<file path="config.mk">
export PLATFORM = sky130hd
export DESIGN_NAME = audio_voice_mixer_flat
export DESIGN_NICKNAME = d
export VERILOG_FILES = /design/src/rtl/audio_voice_mixer_if.sv /design/src/rtl/audio_voice_mixer.sv /design/src/flat_wrapper.sv
export SDC_FILE = /design/constraint.sdc
export NUM_CORES = 1
export LEC_CHECK = 0
export BUFFER_PORTS_ARGS = -buffer_cell sky130_fd_sc_hd__clkbuf_2
export CAP_MARGIN = 20
export CORE_UTILIZATION = 40
export CTS_BUF_LIST = sky130_fd_sc_hd__clkbuf_8
export DETAILED_ROUTE_END_ITERATION = 6
export GPL_ROUTABILITY_DRIVEN = 0
export PLACE_DENSITY = 0.6
export SYNTH_ARGS = -nofsm -noshare
export SYNTH_HDL_FRONTEND = slang
export SYNTH_SLANG_ARGS = --single-unit
</file>
<file path="constraint.sdc">
create_clock -name CLOCK_50 -period 9.25 [get_ports CLOCK_50]
set_clock_uncertainty 0.1 [all_clocks]
set_input_delay 0.4625 -clock CLOCK_50 [delete_from_list [all_inputs] [get_ports CLOCK_50]]
set_output_delay 0.4625 -clock CLOCK_50 [all_outputs]
set_load 0.05 [all_outputs]
</file>
<file path="src/rtl/audio_voice_mixer_if.sv">
// Bus interface for audio_voice_mixer: frame request / backpressure handshake,
// the per-voice sample and control buses, and the Audio_Controller write side.
// The master modport is the driver of voices and requests (synth top level);
// the slave modport is the mixer itself.
interface audio_voice_mixer_if #(
  parameter int NUM_VOICES = 4,
  parameter int IN_W       = 7,
  parameter int GAIN_W     = 4,
  parameter int OUT_W      = 32
);
  logic                         sample_req;
  logic                         audio_out_allowed;
  logic [NUM_VOICES*IN_W-1:0]   voice_samples;
  logic [NUM_VOICES*GAIN_W-1:0] voice_gain;
  logic [NUM_VOICES-1:0]        voice_enable;
  logic [2*NUM_VOICES-1:0]      voice_pan;
  logic [2:0]                   master_shift;
  logic [OUT_W-1:0]             left_channel_audio_out;
  logic [OUT_W-1:0]             right_channel_audio_out;
  logic                         write_audio_out;
  logic                         busy;
  logic                         clip;

  modport master (
    output sample_req, audio_out_allowed, voice_samples, voice_gain,
           voice_enable, voice_pan, master_shift,
    input  left_channel_audio_out, right_channel_audio_out,
           write_audio_out, busy, clip
  );

  modport slave (
    input  sample_req, audio_out_allowed, voice_samples, voice_gain,
           voice_enable, voice_pan, master_shift,
    output left_channel_audio_out, right_channel_audio_out,
           write_audio_out, busy, clip
  );
endinterface

</file>
<file path="src/rtl/audio_voice_mixer.sv">
// audio_voice_mixer: mixes NUM_VOICES unsigned offset-binary voices into one
// signed, saturated, left-justified stereo sample per audio frame.
// One voice is multiplied and accumulated per cycle; the sum is then shifted,
// saturated and written to the Audio_Controller when its FIFO has space.
// Optional feature macro: STEREO_PAN_EN -- per-voice panning with separate
// left/right accumulators. Without it the mix is mono and both channels carry
// the same word.
module audio_voice_mixer #(
  parameter int NUM_VOICES = 4,
  parameter int IN_W       = 7,
  parameter int GAIN_W     = 4,
  parameter int MIX_W      = 12,
  parameter int OUT_W      = 32
) (
  input logic CLOCK_50,
  input logic resetn,
  audio_voice_mixer_if.slave bus
);

  // Signed product width and accumulator width (product plus growth for the sum).
  localparam int SUM_W  = IN_W + 1 + GAIN_W;
  localparam int ACC_W  = SUM_W + $clog2(NUM_VOICES);
  localparam int VIDX_W = (NUM_VOICES > 1) ? $clog2(NUM_VOICES) : 1;
  // Comparison width covers both the accumulator and the mix range.
  localparam int CMP_W  = ((ACC_W > MIX_W) ? ACC_W : MIX_W) + 1;

  localparam logic [IN_W:0]           OFFSET  = (IN_W + 1)'(2 ** (IN_W - 1));
  localparam logic signed [CMP_W-1:0] MIX_MAX = CMP_W'(2 ** (MIX_W - 1) - 1);
  localparam logic signed [CMP_W-1:0] MIX_MIN = ~MIX_MAX;
  localparam logic [VIDX_W-1:0]       LAST_V  = VIDX_W'(NUM_VOICES - 1);

  typedef enum logic [1:0] {IDLE, ACCUM, SCALE, WRITE} state_t;

  typedef struct packed {
    logic [MIX_W-1:0] mix;
    logic             sat;
  } sat_t;

  // Arithmetic shift then clamp to the signed MIX_W range.
  function automatic sat_t saturate(input logic signed [ACC_W-1:0] acc,
                                    input logic [2:0] shift);
    logic signed [ACC_W-1:0] m;
    logic signed [CMP_W-1:0] w;
    sat_t r;
    m = acc >>> shift;
    w = CMP_W'(m);
    if (w > MIX_MAX) begin
      r.mix = MIX_MAX[MIX_W-1:0];
      r.sat = 1'b1;
    end else if (w < MIX_MIN) begin
      r.mix = MIX_MIN[MIX_W-1:0];
      r.sat = 1'b1;
    end else begin
      r.mix = w[MIX_W-1:0];
      r.sat = 1'b0;
    end
    return r;
  endfunction

  function automatic logic [OUT_W-1:0] justify(input logic [MIX_W-1:0] mix);
    return {mix, {(OUT_W - MIX_W){1'b0}}};
  endfunction

  state_t                       state;
  logic [VIDX_W-1:0]            vidx;
  logic [NUM_VOICES*IN_W-1:0]   samp_q;
  logic [NUM_VOICES*GAIN_W-1:0] gain_q;
  logic [NUM_VOICES-1:0]        en_q;
  logic [2:0]                   shift_q;
  logic signed [ACC_W-1:0]      acc_l;
  logic [MIX_W-1:0]             mix_l_q;
  logic                         clip_pend;
  logic [OUT_W-1:0]             left_q;
  logic                         write_q;
  logic                         busy_q;
  logic                         clip_q;

  logic [IN_W-1:0]              cur_sample;
  logic [GAIN_W-1:0]            cur_gain;
  logic                         cur_en;
  logic signed [IN_W:0]         centered;
  logic signed [SUM_W-1:0]      c_ext;
  logic signed [SUM_W-1:0]      g_ext;
  logic signed [SUM_W-1:0]      product;
  logic signed [ACC_W-1:0]      term_l;
  sat_t                         sat_l;

`ifdef STEREO_PAN_EN
  logic [2*NUM_VOICES-1:0]      pan_q;
  logic [1:0]                   cur_pan;
  logic signed [ACC_W-1:0]      acc_r;
  logic signed [ACC_W-1:0]      term_r;
  logic [MIX_W-1:0]             mix_r_q;
  logic [OUT_W-1:0]             right_q;
  sat_t                         sat_r;
`else
  // Pan controls have no meaning in the mono build.
  logic unused_pan;
  assign unused_pan = ^bus.voice_pan;
`endif

  // Signed contribution of the voice selected by vidx.
  always_comb begin
    // NOTE: every combinational output gets a value on every path, so no latch is inferred.
    cur_sample = samp_q[int'(vidx)*IN_W +: IN_W];
    cur_gain   = gain_q[int'(vidx)*GAIN_W +: GAIN_W];
    cur_en     = en_q[vidx];
    centered   = {1'b0, cur_sample} - OFFSET;
    c_ext      = SUM_W'(centered);
    g_ext      = SUM_W'({1'b0, cur_gain});
    product    = c_ext * g_ext;
`ifdef STEREO_PAN_EN
    cur_pan    = pan_q[int'(vidx)*2 +: 2];
    term_l     = (cur_en && cur_pan != 2'b10) ? ACC_W'(product) : '0;
    term_r     = (cur_en && cur_pan != 2'b01) ? ACC_W'(product) : '0;
`else
    term_l     = cur_en ? ACC_W'(product) : '0;
`endif
  end

  // Shifted and saturated view of the finished accumulator(s).
  always_comb begin
    sat_l = saturate(acc_l, shift_q);
`ifdef STEREO_PAN_EN
    sat_r = saturate(acc_r, shift_q);
`endif
  end

  // Frame sequencer: capture, accumulate, scale, write.
  always_ff @(posedge CLOCK_50 or negedge resetn) begin
    if (!resetn) begin
      // NOTE: the snapshot registers are reset too, so an aborted frame leaves no residue.
      state     <= IDLE;
      vidx      <= '0;
      samp_q    <= '0;
      gain_q    <= '0;
      en_q      <= '0;
      shift_q   <= '0;
      acc_l     <= '0;
      mix_l_q   <= '0;
      clip_pend <= 1'b0;
      left_q    <= '0;
      write_q   <= 1'b0;
      busy_q    <= 1'b0;
      clip_q    <= 1'b0;
`ifdef STEREO_PAN_EN
      pan_q     <= '0;
      acc_r     <= '0;
      mix_r_q   <= '0;
      right_q   <= '0;
`endif
    end else begin
      // NOTE: non-blocking assignments here; the defaults below make the strobe and clip one-cycle pulses.
      write_q <= 1'b0;
      clip_q  <= 1'b0;
      case (state)
        IDLE: begin
          if (bus.sample_req && bus.audio_out_allowed) begin
            samp_q  <= bus.voice_samples;
            gain_q  <= bus.voice_gain;
            en_q    <= bus.voice_enable;
            shift_q <= bus.master_shift;
            acc_l   <= '0;
            vidx    <= '0;
            busy_q  <= 1'b1;
            state   <= ACCUM;
`ifdef STEREO_PAN_EN
            pan_q   <= bus.voice_pan;
            acc_r   <= '0;
`endif
          end
        end
        ACCUM: begin
          acc_l <= acc_l + term_l;
`ifdef STEREO_PAN_EN
          acc_r <= acc_r + term_r;
`endif
          if (vidx == LAST_V) begin
            state <= SCALE;
          end else begin
            vidx <= vidx + 1'b1;
          end
        end
        SCALE: begin
          mix_l_q <= sat_l.mix;
`ifdef STEREO_PAN_EN
          mix_r_q   <= sat_r.mix;
          clip_pend <= sat_l.sat | sat_r.sat;
`else
          clip_pend <= sat_l.sat;
`endif
          state <= WRITE;
        end
        WRITE: begin
          if (bus.audio_out_allowed) begin
            left_q  <= justify(mix_l_q);
`ifdef STEREO_PAN_EN
            right_q <= justify(mix_r_q);
`endif
            write_q <= 1'b1;
            clip_q  <= clip_pend;
            busy_q  <= 1'b0;
            state   <= IDLE;
          end
        end
        default: state <= IDLE;
      endcase
    end
  end

  assign bus.left_channel_audio_out  = left_q;
`ifdef STEREO_PAN_EN
  assign bus.right_channel_audio_out = right_q;
`else
  assign bus.right_channel_audio_out = left_q;
`endif
  assign bus.write_audio_out = write_q;
  assign bus.busy            = busy_q;
  assign bus.clip            = clip_q;

endmodule
</file>
<file path="src/flat_wrapper.sv">
// flat-port wrapper written by rule: the top's interface ports become plain ports
module audio_voice_mixer_flat 
#(
  parameter int NUM_VOICES = 4,
  parameter int IN_W       = 7,
  parameter int GAIN_W     = 4,
  parameter int MIX_W      = 12,
  parameter int OUT_W      = 32
)
  (CLOCK_50, resetn, bus_sample_req, bus_audio_out_allowed, bus_voice_samples, bus_voice_gain, bus_voice_enable, bus_voice_pan, bus_master_shift, bus_left_channel_audio_out, bus_right_channel_audio_out, bus_write_audio_out, bus_busy, bus_clip);
  audio_voice_mixer_if #(.NUM_VOICES(NUM_VOICES), .IN_W(IN_W), .GAIN_W(GAIN_W), .OUT_W(OUT_W)) bus_i ();
  input logic CLOCK_50;
  input logic resetn;
  input wire logic [$bits(bus_i.sample_req)-1:0] bus_sample_req;
  input wire logic [$bits(bus_i.audio_out_allowed)-1:0] bus_audio_out_allowed;
  input wire logic [$bits(bus_i.voice_samples)-1:0] bus_voice_samples;
  input wire logic [$bits(bus_i.voice_gain)-1:0] bus_voice_gain;
  input wire logic [$bits(bus_i.voice_enable)-1:0] bus_voice_enable;
  input wire logic [$bits(bus_i.voice_pan)-1:0] bus_voice_pan;
  input wire logic [$bits(bus_i.master_shift)-1:0] bus_master_shift;
  output wire logic [$bits(bus_i.left_channel_audio_out)-1:0] bus_left_channel_audio_out;
  output wire logic [$bits(bus_i.right_channel_audio_out)-1:0] bus_right_channel_audio_out;
  output wire logic [$bits(bus_i.write_audio_out)-1:0] bus_write_audio_out;
  output wire logic [$bits(bus_i.busy)-1:0] bus_busy;
  output wire logic [$bits(bus_i.clip)-1:0] bus_clip;
  assign bus_i.sample_req = bus_sample_req;
  assign bus_i.audio_out_allowed = bus_audio_out_allowed;
  assign bus_i.voice_samples = bus_voice_samples;
  assign bus_i.voice_gain = bus_voice_gain;
  assign bus_i.voice_enable = bus_voice_enable;
  assign bus_i.voice_pan = bus_voice_pan;
  assign bus_i.master_shift = bus_master_shift;
  assign bus_left_channel_audio_out = bus_i.left_channel_audio_out;
  assign bus_right_channel_audio_out = bus_i.right_channel_audio_out;
  assign bus_write_audio_out = bus_i.write_audio_out;
  assign bus_busy = bus_i.busy;
  assign bus_clip = bus_i.clip;
  audio_voice_mixer #(.NUM_VOICES(NUM_VOICES), .IN_W(IN_W), .GAIN_W(GAIN_W), .MIX_W(MIX_W), .OUT_W(OUT_W)) u_core (.CLOCK_50(CLOCK_50), .resetn(resetn), .bus(bus_i));
endmodule
</file>
**After elaboration in Yosys (flattened, before gate mapping)**

Index checks and enable logic that the tools add are counted.

- Add/sub/neg operators: 3
- Equal/unequal tests: 8
- Multiplexer cells: 21
- $mul: 2
- Order comparisons: 3
- Shifts and indexed selects: 3
- Reductions and logical operators: 10

Operators by type and width:

| cell | count |
|---|---|
| indexed part select 28 x 32 -> 7 bit | 1 |
| two-way mux 14 bit | 2 |
| case mux 14 bit (2 select lines) | 1 |
| two-way mux 13 bit | 2 |
| indexed part select 16 x 5 -> 4 bit | 1 |
| adder 14 bit | 1 |
| greater-than comparator 14 x 12 -> 1 bit, second input constant | 1 |
| less-than comparator 14 x 12 -> 1 bit, second input constant | 1 |
| >>> shifter 14 x 3 -> 14 bit | 1 |
| multiplier 8 x 5 -> 12 bit | 1 |
| two-way mux 2 bit | 5 |
| AND reduction 3 bit | 3 |
| case mux 2 bit (4 select lines) | 1 |
| subtractor 7 x 7 -> 8 bit, second input constant | 1 |
| two-way mux 1 bit | 7 |
| == test 2 bit, second input constant | 3 |
| AND reduction 2 bit | 3 |
| multiplier 2 x 3 -> 5 bit, second input constant | 1 |
| inequality test 2 x 1 -> 1 bit, second input constant | 2 |
| inequality test 2 bit, second input constant | 2 |
| case mux 2 bit (2 select lines) | 1 |
| nonzero test 2 bit | 2 |
| less-than comparator 2 x 3 -> 1 bit, second input constant | 1 |
| adder 2 x 1 -> 2 bit, second input constant | 1 |
| 5 further kinds | 5 |

- Bits of input ports: 63
- Output and inout bits: 67
- Bits in registers: 97
- Logic and storage cells: 63

**Logic depth before layout (Yosys ltp)**

- Depth in word-level cells: 7
- Gate-level depth with buffers: 25

**Worst setup path before layout**

Ideal clock, no wire load.

- Path type: register to register
- Start point: register u_core.vidx[0]
- End point: register u_core.acc_l[13]
- Buffers on the path: 2
- Stages on the path, launching flop included: 25
- Setup slack: 3.121 ns
- Arrival time: 5.911 ns
- Clock period less this slack: 6.129 ns
- Cell sequence: dfrtp_1 -> buf_6 -> clkbuf_1 -> mux4_2 -> and2_1 -> ha_1 -> inv_1 -> fa_1 -> fa_1 -> inv_1 -> ha_1 -> a21o_1 -> a21oi_1 -> o21bai_1 -> a21oi_1 -> o21bai_1 -> a21oi_1 -> mux2i_1 -> ha_1 -> nor2b_1 -> nor2_1 -> o21ai_0 -> or3_1 -> a31o_1 -> a21o_1

- Cells in the longest elaborated chain, start to end: 7
- Elaborated cells between the ends (all ways): 10
- Those cells by class: add/sub (2); mul (2); shift (2); mux (4)

RTL lines:

| item | line | text |
|---|---|---|
| start: declaration | audio_voice_mixer.sv:65 | `logic [VIDX_W-1:0] vidx;` |
| start signal: assignment | audio_voice_mixer.sv:181 | `vidx <= vidx + 1'b1;` |
| multiplier 2 x 3 -> 5 bit | audio_voice_mixer.sv:105 | `cur_sample = samp_q[int'(vidx)*IN_W +: IN_W];` |
| indexed part select 28 x 32 -> 7 bit | audio_voice_mixer.sv:105 |  |
| subtractor 7 x 7 -> 8 bit | audio_voice_mixer.sv:108 | `centered = {1'b0, cur_sample} - OFFSET;` |
| multiplier 8 x 5 -> 12 bit | audio_voice_mixer.sv:111 | `product = c_ext * g_ext;` |
| two-way mux 14 bit * | audio_voice_mixer.sv:117 | `term_l = cur_en ? ACC_W'(product) : '0;` |
| adder 14 bit * | audio_voice_mixer.sv:174 | `acc_l <= acc_l + term_l;` |
| case mux 14 bit (2 select lines) * | audio_voice_mixer.sv:156 | `case (state)` |
| end signal: assignment | audio_voice_mixer.sv:174 |  |
| end: declaration | audio_voice_mixer.sv:70 | `logic signed [ACC_W-1:0] acc_l;` |

Every way passes the cells marked *; elsewhere a longest branch is shown, timed or not. The select of a mux whose other input is x is not followed.
A chain may end at the register's enable or synchronous reset.

**Final worst setup path**

Same ends and word-level chain as after synthesis.

==> metrics.md <==
| Metric | Value |
|---|---|
| Total grt overflow | 0 |
| Die width | 130 um |
| Cell variety after synth | 54 |
| WL/cell | 13.5 um |
| Synth top area cells | dfrtp_1 37%, mux2_2 13%, ha_1 7.2%, buf_4 5.9%, fa_1 4.9% |
| Slowest CP cell | dfrtp_1 |
| R2r startpoint | u_core.vidx[0] |
| Drt first-iter violations | 158 |
| DP Wirelength | 9480 um |
| Most common cell after layout, fill and taps aside | dfrtp_1 |
| Crit path kind | flip-flop to flip-flop |
| Initial antenna violation count | 0 |
| Largest family of logic cells by synthesized area | multiplexers |
| Cells after Synth | 625 |
| Most frequent cells in the layout | 97 x dfrtp_1, 80 x clkbuf_2, 73 x mux2_2 |
| Clk_lat worst skew | 380 ps |
| CP endpoint kind | flip-flop |
| Largest net degree at the start of global routing | 74 |
| Post-Synth XOR/XNOR Area | 2.25% |
| Area after DPL | 6940 sq um |
| Total CTS buffers | 9 |
| Core Area | 15,900 sq um |
| Worst-path clk slew | 90 ps |
| Worst path bufs/invs | 2 |
| Share of layout cells above drive strength 1 | 27.1% |
| Status | finished, final reports clean |
| Area Overhead vs Synth | 8.82% |
| Synth top area share | 36.9% |
| CTS sink cnt | 97 |
| Final setup fails | 0 |
| Area leader, netlist | dfrtp_1 |
| Largest delay contributor family on the critical path | adder cells |
| Remaining DRCs | 0 |
| FF/Latch Area | 2430 sq um |
| Area of the multi-input gates | 3640 sq um |
| Count of warnings emitted by yosys | 0 |
| Critical path's largest stage delay | 970 ps |
| Multiplexer share of the synthesized area | 19.2% |
| CTS tree | built |
| Top_reg_cell synth | dfrtp_1 |
| Final instance area | 7150 sq um |
| Die Ht | 130 um |
| Endpoints failing hold | 0 |
| Clk buf depth | 2 |
| Min Tclk post-route | 6670 ps |
| Pre-antenna DRT Iters | 4 |
| Post-synthesis average cell area | 10.5 sq um |
| Rows | 46 |
| First-pass GRT wire length | 21,200 um |
| Cts repair resizes | 0 |
| WL final | 12,200 um |
| Post-synth EDFFs | 0 |
| Critical Path RT | 9430 ps |
| Worst setup path start | u_core.vidx[0] |
| Critical Path AT | 6850 ps |
| Tightest Hold Check Type | primary input to flip-flop |
| Post-synthesis compound-gate area fraction | 9.66% |
| Nets | 803 |
| Cells along the critical path | mux4_2 -> and2_1 -> ha_1 -> inv_1 -> fa_1 -> fa_1 -> inv_1 -> ha_1 -> a21o_1 -> a21oi_1 -> o21bai_1 -> a21oi_1 -> o21bai_1 -> a21oi_1 -> mux2i_1 -> ha_1 -> nor2b_1 -> nor2_1 -> o21ai_0 -> or3_1 -> a31o_1 -> a21o_1 |
| Antenna-violating nets left | 0 |
| Initial core utilization | 41.2% |
| I/O pins | 130 |
| Vias in the first global route | 4,519 |
| Post-Synth Simple-Gate Area | 9.81% |
| Port bufs | 81 |
| Tcrit/Tclk final | 72.1% |
| Setup_tns | 0 ps |
| Slew Limit Fails | 0 |
| Via Count | 4,469 |
| Critical path startpoint category | flip-flop |
| Post-Syn Area | 6570 sq um |
| H-tree levels | 3 |
| Max Clk Rate | 150 MHz |
| Diodes inserted | 0 |
| #FFs+latches synth | 97 |
| RSZ-0062 raised after global routing | false |
| Async set-reset flop share out of synthesis | 100% |
| GRT Overall Usage | 15.8% |
| Filler cell count | 1,527 |
| Vias per cell | 4.93 |
| Root buf cell | clkbuf_8 |
| Slew Limit Headroom | 37.3% |
| Max-cap violations | 0 |
| Maximum fanout along the worst path | 17 |
| Post-Synth Adder-Cell Area | 12.1% |
| Hold path start | bus_voice_samples[21] |
| Proportion of synthesized chip area in sequential cells | 36.9% |
| Worst Tran Pin Value | 940 ps |
| Total Die Area | 16,900 sq um |
==> cell usage after synthesis, types with 2 or more instances <==
master      n
inv_1      43
nand3_1    12
dfrtp_1    97
nor4_1      2
a211oi_1    3
a21o_1      3
a22o_1      3
nor2b_1     4
buf_1       4
nor2_1     32
nand2b_1    5
fa_1       16
and3_1      2
ha_1       38
o21bai_1    4
clkbuf_1   19
o21ai_0    26
nand2_1    31
mux2i_1    19
a21oi_1    40
a31oi_1     4
and2_1     24
o2111ai_1   2
or3_1       4
nor3_1      6
xor2_1      5
mux2_2     73
mux4_2     11
buf_4      52
xnor2_1    10
o211ai_1    5
clkinv_1    2
o31ai_1     3
==> through the flow <==
step                util, %  std cells  hold WS (ps)  setup WS, ps
floorplan                 -        664          66.9          3120
CTS                    44.8        905           179          2500
finish                 44.8        906           208          2580
global route           44.8        906           188          2070
global placement       43.5        888           281          2570
detailed placement     43.5        889           288          2550
==> what timing repair did <==
action	in CTS	in global routing
buffers inserted	0	0
hold buffers	1	0
endpoints found under the hold margin	24	0
==> kinds of logic after synthesis <==
family,after synthesis
fa+ha+maj,54
compound gates,104
other cells,1
mux,103
buf+inv,121
simple gates,129
xor+xnor,16
flops,97
==> worst paths after layout <==
kind	depth (start not counted)	end	slack, ps
max in group asynchronous	3	u_core.samp_q[2]	7420
worst min register to register	1	u_core.gain_q[0]	410
worst min-delay path	2	u_core.samp_q[21]	210
worst max-delay path	22	u_core.acc_l[13]	2580
min in group asynchronous	2	u_core.bus.left_channel_audio_out[28]	410
worst max register to register	22	u_core.acc_l[13]	2580
==> registers in the layout, summed over array words and instances (netlist names) <==
name / cells
u_core.mix_l_q: 12
u_core.bus.write_audio_out: 1
u_core.vidx: 2
u_core.gain_q: 16
u_core.state: 2
u_core.en_q: 4
u_core.bus.busy: 1
u_core.shift_q: 3
u_core.acc_l: 14
u_core.bus.left_channel_audio_out: 12
u_core.samp_q: 28
u_core.clip_pend: 1
u_core.bus.clip: 1
==> layer usage <==
layer  share of wire (%)  vias up  track usage, %
met2                  47      115            26.2
met1                  46     2152            19.8
met4                 1.1        0            5.06
li1                    -     2193               -
met3                 5.2        9            4.72
met5                   0        -               0
==> final cells by class <==
cell class,count,area share (%)
Clock inverter,6,0.858
Clock buffer,9,1.73
Timing Repair Buffer,87,6.44
Inverter,45,2.36
Tap cell,216,3.78
Sequential cell,97,34.0
Multi-Input combinational cell,446,50.9
==> worst register-to-register path, cell delays in order, from the launching register on <==
cell and delay (ps):
dfrtp_1 970, mux4_2 710, and2_1 180, ha_1 270, inv_1 50, fa_1 500, fa_1 550, inv_1 50
ha_1 350, a21o_1 180, a21oi_1 230, o21bai_1 100, a21oi_1 230, o21bai_1 90, a21oi_1 200, mux2i_1 220
ha_1 270, nor2b_1 170, nor2_1 130, o21ai_0 220, or3_1 430, a31o_1 230, a21o_1 170
Power is not shown: default switching activity piles up to over one toggle a cycle in this logic, so the estimate is an artifact.
